$ cat config.mk
export PLATFORM = sky130hd
export DESIGN_NAME = mfp_ahb_lite_cmd_master
export DESIGN_NICKNAME = d
export VERILOG_FILES = /design/src/rtl/mfp_ahb_lite_cmd_master.sv
export SDC_FILE = /design/constraint.sdc
export NUM_CORES = 1
export LEC_CHECK = 0
export ABC_AREA = 1
export CAP_MARGIN = 20
export CELL_PAD_IN_SITES_DETAIL_PLACEMENT = 2
export CELL_PAD_IN_SITES_GLOBAL_PLACEMENT = 2
export CORE_UTILIZATION = 29
export DETAILED_ROUTE_END_ITERATION = 6
export PLACE_DENSITY_LB_ADDON = 0.3
export SKIP_LAST_GASP = 1
export SLEW_MARGIN = 5
export SYNTH_ARGS = -nofsm -noshare
export SYNTH_HDL_FRONTEND = slang
export SYNTH_SLANG_ARGS = --single-unit
export TNS_END_PERCENT = 1
$ cat constraint.sdc
create_clock -name HCLK -period 3.05 [get_ports HCLK]
set_input_delay 0.61 -clock HCLK [delete_from_list [all_inputs] [get_ports HCLK]]
set_output_delay 0.61 -clock HCLK [all_outputs]
set_load 0.01 [all_outputs]
$ cat src/rtl/mfp_ahb_lite_cmd_master.sv
//============================================================================
// Module   : mfp_ahb_lite_cmd_master
// Desc     : AHB-Lite initiator. Turns a valid/ready command stream into
//            single AHB-Lite transfers with pipelined address/data phases,
//            wait-state support and two-cycle ERROR handling. Every accepted
//            command produces exactly one in-order response.
// Options  : MFP_AHB_MASTER_ALIGN_CHECK_EN - when defined, illegal-size or
//            misaligned commands are accepted but never driven on the bus;
//            they complete in order with rsp_err = 1.
// Revision : 1.0 - initial release
//============================================================================
`default_nettype none

module mfp_ahb_lite_cmd_master (
  input  logic        HCLK,
  input  logic        HRESETn,
  // command stream
  input  logic        cmd_valid,
  output logic        cmd_ready,
  input  logic        cmd_write,
  input  logic [31:0] cmd_addr,
  input  logic [2:0]  cmd_size,
  input  logic [31:0] cmd_wdata,
  // response stream
  output logic        rsp_valid,
  output logic        rsp_err,
  output logic [31:0] rsp_rdata,
  output logic        idle,
  // AHB-Lite initiator bus
  output logic [31:0] HADDR,
  output logic [1:0]  HTRANS,
  output logic        HWRITE,
  output logic [2:0]  HSIZE,
  output logic [31:0] HWDATA,
  output logic [2:0]  HBURST,
  output logic [3:0]  HPROT,
  output logic        HMASTLOCK,
  input  logic [31:0] HRDATA,
  input  logic        HREADY,
  input  logic        HRESP
);

  localparam logic [1:0] c_TRANS_IDLE   = 2'b00;
  localparam logic [1:0] c_TRANS_NONSEQ = 2'b10;

  // Address-phase slot
  logic        r_ap_valid;
  logic        r_ap_write;
  logic [31:0] r_ap_addr;
  logic [2:0]  r_ap_size;
  logic [31:0] r_ap_wdata;
  logic        r_ap_bad;

  // Data-phase slot (address/size no longer needed once on the bus)
  logic        r_dp_valid;
  logic        r_dp_write;
  logic [31:0] r_dp_wdata;
  logic        r_dp_bad;

  // Retry slot: holds the address phase cancelled by an ERROR response
  logic        r_rt_valid;
  logic        r_rt_write;
  logic [31:0] r_rt_addr;
  logic [2:0]  r_rt_size;
  logic [31:0] r_rt_wdata;
  logic        r_rt_bad;

  // Registered response strobe
  logic        r_rsp_valid;
  logic        r_rsp_err;
  logic [31:0] r_rsp_rdata;

  logic        w_cmd_bad;
  logic        w_err1;
  logic        w_accept;
  logic        w_ap_drive;

`ifdef MFP_AHB_MASTER_ALIGN_CHECK_EN
  // Flag commands that must not reach the bus: illegal size or misaligned.
  always_comb begin
    w_cmd_bad = 1'b0;
    case (cmd_size)
      3'd0:    w_cmd_bad = 1'b0;
      3'd1:    w_cmd_bad = cmd_addr[0];
      3'd2:    w_cmd_bad = |cmd_addr[1:0];
      default: w_cmd_bad = 1'b1;
    endcase
  end
`else
  assign w_cmd_bad = 1'b0;
`endif

  // First ERROR cycle: a real (bus-driven) data phase reports ERROR with HREADY low.
  assign w_err1     = r_dp_valid & ~r_dp_bad & ~HREADY & HRESP;

  // A new command can enter AP only if AP is free at this edge and no retry is pending.
  assign cmd_ready  = HRESETn & ~r_rt_valid & ~w_err1 & (~r_ap_valid | HREADY);
  assign w_accept   = cmd_valid & cmd_ready;

  // Bad commands occupy AP but show as IDLE on the bus.
  assign w_ap_drive = r_ap_valid & ~r_ap_bad;

  assign HTRANS     = w_ap_drive ? c_TRANS_NONSEQ : c_TRANS_IDLE;
  assign HADDR      = w_ap_drive ? r_ap_addr  : 32'd0;
  assign HWRITE     = w_ap_drive ? r_ap_write : 1'b0;
  assign HSIZE      = w_ap_drive ? r_ap_size  : 3'd0;
  assign HWDATA     = (r_dp_valid & r_dp_write & ~r_dp_bad) ? r_dp_wdata : 32'd0;

  assign HBURST     = 3'b000;
  assign HPROT      = 4'b0011;
  assign HMASTLOCK  = 1'b0;

  assign rsp_valid  = r_rsp_valid;
  assign rsp_err    = r_rsp_err;
  assign rsp_rdata  = r_rsp_rdata;
  assign idle       = ~r_ap_valid & ~r_dp_valid & ~r_rt_valid;

  // Pipeline advance: accept into AP, AP->DP on HREADY, AP<->RT around ERROR, retire DP.
  always_ff @(posedge HCLK) begin
    if (!HRESETn) begin
      r_ap_valid  <= 1'b0;
      r_ap_write  <= 1'b0;
      r_ap_addr   <= 32'd0;
      r_ap_size   <= 3'd0;
      r_ap_wdata  <= 32'd0;
      r_ap_bad    <= 1'b0;
      r_dp_valid  <= 1'b0;
      r_dp_write  <= 1'b0;
      r_dp_wdata  <= 32'd0;
      r_dp_bad    <= 1'b0;
      r_rt_valid  <= 1'b0;
      r_rt_write  <= 1'b0;
      r_rt_addr   <= 32'd0;
      r_rt_size   <= 3'd0;
      r_rt_wdata  <= 32'd0;
      r_rt_bad    <= 1'b0;
      r_rsp_valid <= 1'b0;
      r_rsp_err   <= 1'b0;
      r_rsp_rdata <= 32'd0;
    end else begin
      r_rsp_valid <= 1'b0;
      r_rsp_err   <= 1'b0;
      r_rsp_rdata <= 32'd0;

      if (w_err1) begin
        // Park the pending address phase so the bus shows IDLE in the second error cycle.
        if (r_ap_valid) begin
          r_rt_valid <= 1'b1;
          r_rt_write <= r_ap_write;
          r_rt_addr  <= r_ap_addr;
          r_rt_size  <= r_ap_size;
          r_rt_wdata <= r_ap_wdata;
          r_rt_bad   <= r_ap_bad;
          r_ap_valid <= 1'b0;
        end
      end else if (HREADY) begin
        if (r_dp_valid) begin
          r_rsp_valid <= 1'b1;
          r_rsp_err   <= r_dp_bad | HRESP;
          r_rsp_rdata <= (!r_dp_bad && !HRESP && !r_dp_write) ? HRDATA : 32'd0;
        end
        r_dp_valid <= r_ap_valid;
        r_dp_write <= r_ap_write;
        r_dp_wdata <= r_ap_wdata;
        r_dp_bad   <= r_ap_bad;
        if (r_rt_valid) begin
          r_ap_valid <= 1'b1;
          r_ap_write <= r_rt_write;
          r_ap_addr  <= r_rt_addr;
          r_ap_size  <= r_rt_size;
          r_ap_wdata <= r_rt_wdata;
          r_ap_bad   <= r_rt_bad;
          r_rt_valid <= 1'b0;
        end else if (w_accept) begin
          r_ap_valid <= 1'b1;
          r_ap_write <= cmd_write;
          r_ap_addr  <= cmd_addr;
          r_ap_size  <= cmd_size;
          r_ap_wdata <= cmd_wdata;
          r_ap_bad   <= w_cmd_bad;
        end else begin
          r_ap_valid <= 1'b0;
        end
      end else if (w_accept) begin
        // Wait state with AP empty: a new command may start its address phase.
        r_ap_valid <= 1'b1;
        r_ap_write <= cmd_write;
        r_ap_addr  <= cmd_addr;
        r_ap_size  <= cmd_size;
        r_ap_wdata <= cmd_wdata;
        r_ap_bad   <= w_cmd_bad;
      end
    end
  end

endmodule

`default_nettype wire
==> impl_metrics.toml <==
[synth]
syn_area_um2 = 8732
synth_seq_area_share_pct = 47.92
synth_cell_types = 27
yosysTopAreaCell = "dfxtp_1"
syn_area_per_cell_um2 = 7.265
synthArstFlopShare_pct = 0
synthTopCellsByArea = "dfxtp_1 (48%), a21oi_1 (9.7%), nand2_1 (6.1%)"
ys.flop_type = "dfxtp_1"
ys_ff_latch = 209
ys_top_cells_by_count = "dfxtp_1 (209), a21oi_1 (169), nand2_1 (141)"
synth-edff-count = 0
synth.top_cell.area_share_pct = 47.92
syn_inst = 1202
yosysWarnings = 0
yosysMostFrequentCell = "dfxtp_1"

[timing]
slew_headroom_pct = 38.63
drv_slew = 0
fin_crit_sh_pct = 95.98
max_freq_mhz = 341.6
grt_setup_unrepaired = "yes"
fin_ws_ps = 122.6
setup_viol = 0
worst_pin_slew_ps = 920.6
fin_skew_ps = 5.226
fin_crit_ps = 2927
finalHoldViolations = 0

[worst_setup_path]
worstSetupStartpointType = "flip-flop"
crit_type = "reg -> out"
critPathMaxFanout = 27
cp-end-kind = "output port"
cp.arrival_ps = 2320
critPathRequiredTime_ps = 2440

[clock_network]
cts_tree = "done"
cts_setup_buffers = 0
h-tree-depth = 1
clock-root-buffer = "clkbuf_16"
clk_latency_ps = 510
cts-buffers-inserted = 25
cts_sinks = 209
cts_max_path_buffers = 3
cts.reportedPaths.clkPinSlew_ps = 60

[grt]
grt_pass1_vias = 9056
grt_pass1_wl_um = 48130
antenna_found_initial = 0
grt_start_max_net_pins = 104
grt-ovfl-total = 0
globalRouteTotalUtil_pct = 19.32

[drt]
routed_wl_um = 29610
num_vias = 8637
drt_iter0_markers = 330
dr.pass1.iters = 4
via_per_inst = 4.882
drc = 0
drtAntennaViolNets = 0
wl_per_cell_um = 16.74

[placement]
gp_congestion = 0.7282
place_inst = 1725
dpl.hpwl_um = 18680
dpl_cell_area_um2 = 11060
pre_cts_ws_ps = 159.7
io_buffers = 209

[status]
status = "finished clean"

[layout]
syn2layout_area_growth_pct = 36.38
final_cell_area_um2 = 11910
drive_gt1_share_pct = 5.801
final_nets = 1467
insertedDiodeCount = 0
finalNonFillerCells = 1769
fillers = 3411

[hold_path]
hold_path.class = "reg -> reg"

[die]
dieHeight_um = 175.5
die_x_um = 175.5
rows = 63
core_um2 = 29640
start_util_pct = 29.46
die-area_um2 = 30810
io_pins = 219

[power]
p_leak_nw = 4.529
irDropWorstVdd_v = 0.0003705
p_per_area_nw_per_um2 = 546.3
power_w = 0.006505

[run]
drv_cap = 0
==> power by group <==
part | total (W) | switching (W) | internal, W
sequential | 0.00289 | 0.0000642 | 0.00282
clock | 0.00304 | 0.00115 | 0.00190
combinational | 0.000573 | 0.000319 | 0.000254
total | 0.00651 | 0.00153 | 0.00497
==> repair_timing <==
action,CTS,global route
hold buffers,0,0
gates resized for setup,2,1
setup endpoints to repair,25,27
gates cloned,0,0
==> routing by layer <==
| layer | up-vias | global-route usage [%] | share of wire [%] |
|---|---|---|---|
| met3 | 30 | 3.290 | 4.8 |
| met1 | 4223 | 24.63 | 46 |
| li1 | 4200 | - | - |
| met4 | 0 | 3.841 | 1.5 |
| met2 | 184 | 34.11 | 47 |
| met5 | - | 0 | 0 |
==> cells by family (layout without fill, tap and decap cells) <==
group	Yosys count	in the layout	share of synthesized area [%]
compound gates	275	275	15.92
buf+inv	251	421	12.51
flops	209	209	47.92
other cells	2	9	0.08600
simple gates	465	465	23.57
==> worst max-delay path, stage by stage, from the launching register on <==
cell             delay [ps]
dfxtp_1                 400
inv_1                   110
nor2_1                  170
nand2_2                 170
buf_6                   230
nor2_1                  120
clkdlybuf4s50_1         600
==> final timing paths <==
check | endpoint | startpoint | slack, ps | depth (start not counted)
setup / recovery | HWDATA[7] | r_dp_valid | 120 | 6
setup reg to reg | r_rt_addr[4] | r_dp_valid | 1170 | 7
hold / removal | r_dp_wdata[2] | r_dp_wdata[2] | 450 | 2
hold reg to reg | r_dp_wdata[2] | r_dp_wdata[2] | 450 | 2
==> per-stage QoR <==
| step | util, % | hold slack, ps | TNS, ps |
|---|---|---|---|
| final | 40.18 | 452.9 | 0 |
| after global routing | 40.18 | 468.6 | -23.97 |
| after CTS | 40.17 | 457.3 | -13.11 |
| after detailed placement | 37.31 | 447.8 | 0 |
| after global placement | 37.31 | 440.2 | 0 |
| after floorplan | - | 429.7 | 0 |
==> sequential cells by signal (all words and copies together) (netlist names), 3 cells and up <==
signal and flops:
r_ap_wdata 32, r_ap_addr 32, r_rt_size 3, r_ap_size 3, r_rt_wdata 32, r_dp_wdata 32, r_rt_addr 32, rsp_rdata 32
==> final cells by class <==
| type | count | area (um2) | share of cell area (%) |
|---|---|---|---|
| Inverter | 145 | 549.3 | 4.612 |
| Clock inverter | 8 | 115.1 | 0.9666 |
| Clock buffer | 36 | 726.9 | 6.104 |
| Timing Repair Buffer | 232 | 2341 | 19.66 |
| Tap cell | 390 | 488.0 | 4.098 |
| Multi-Input combinational cell | 749 | 3503 | 29.42 |
| Sequential cell | 209 | 4185 | 35.14 |
==> cell usage in the layout, fill, tap and decap left out, types with 2 or more instances in the layout <==
cell	instances
a21oi_1	169
buf_12	6
buf_4	17
bufinv_16	3
clkbuf_1	5
clkbuf_16	25
clkbuf_8	6
clkdlybuf4s50_1	208
clkinv_2	5
conb_1	9
dfxtp_1	208
inv_1	140
inv_2	3
inv_4	2
nand2_1	140
nand2_2	2
nand2_4	2
nand3_1	69
nand4_1	33
nor2_1	139
nor2_4	3
nor3_1	72
o21ai_0	79
o21ai_1	25
No activity file was read; power rests on OpenSTA's default activity.
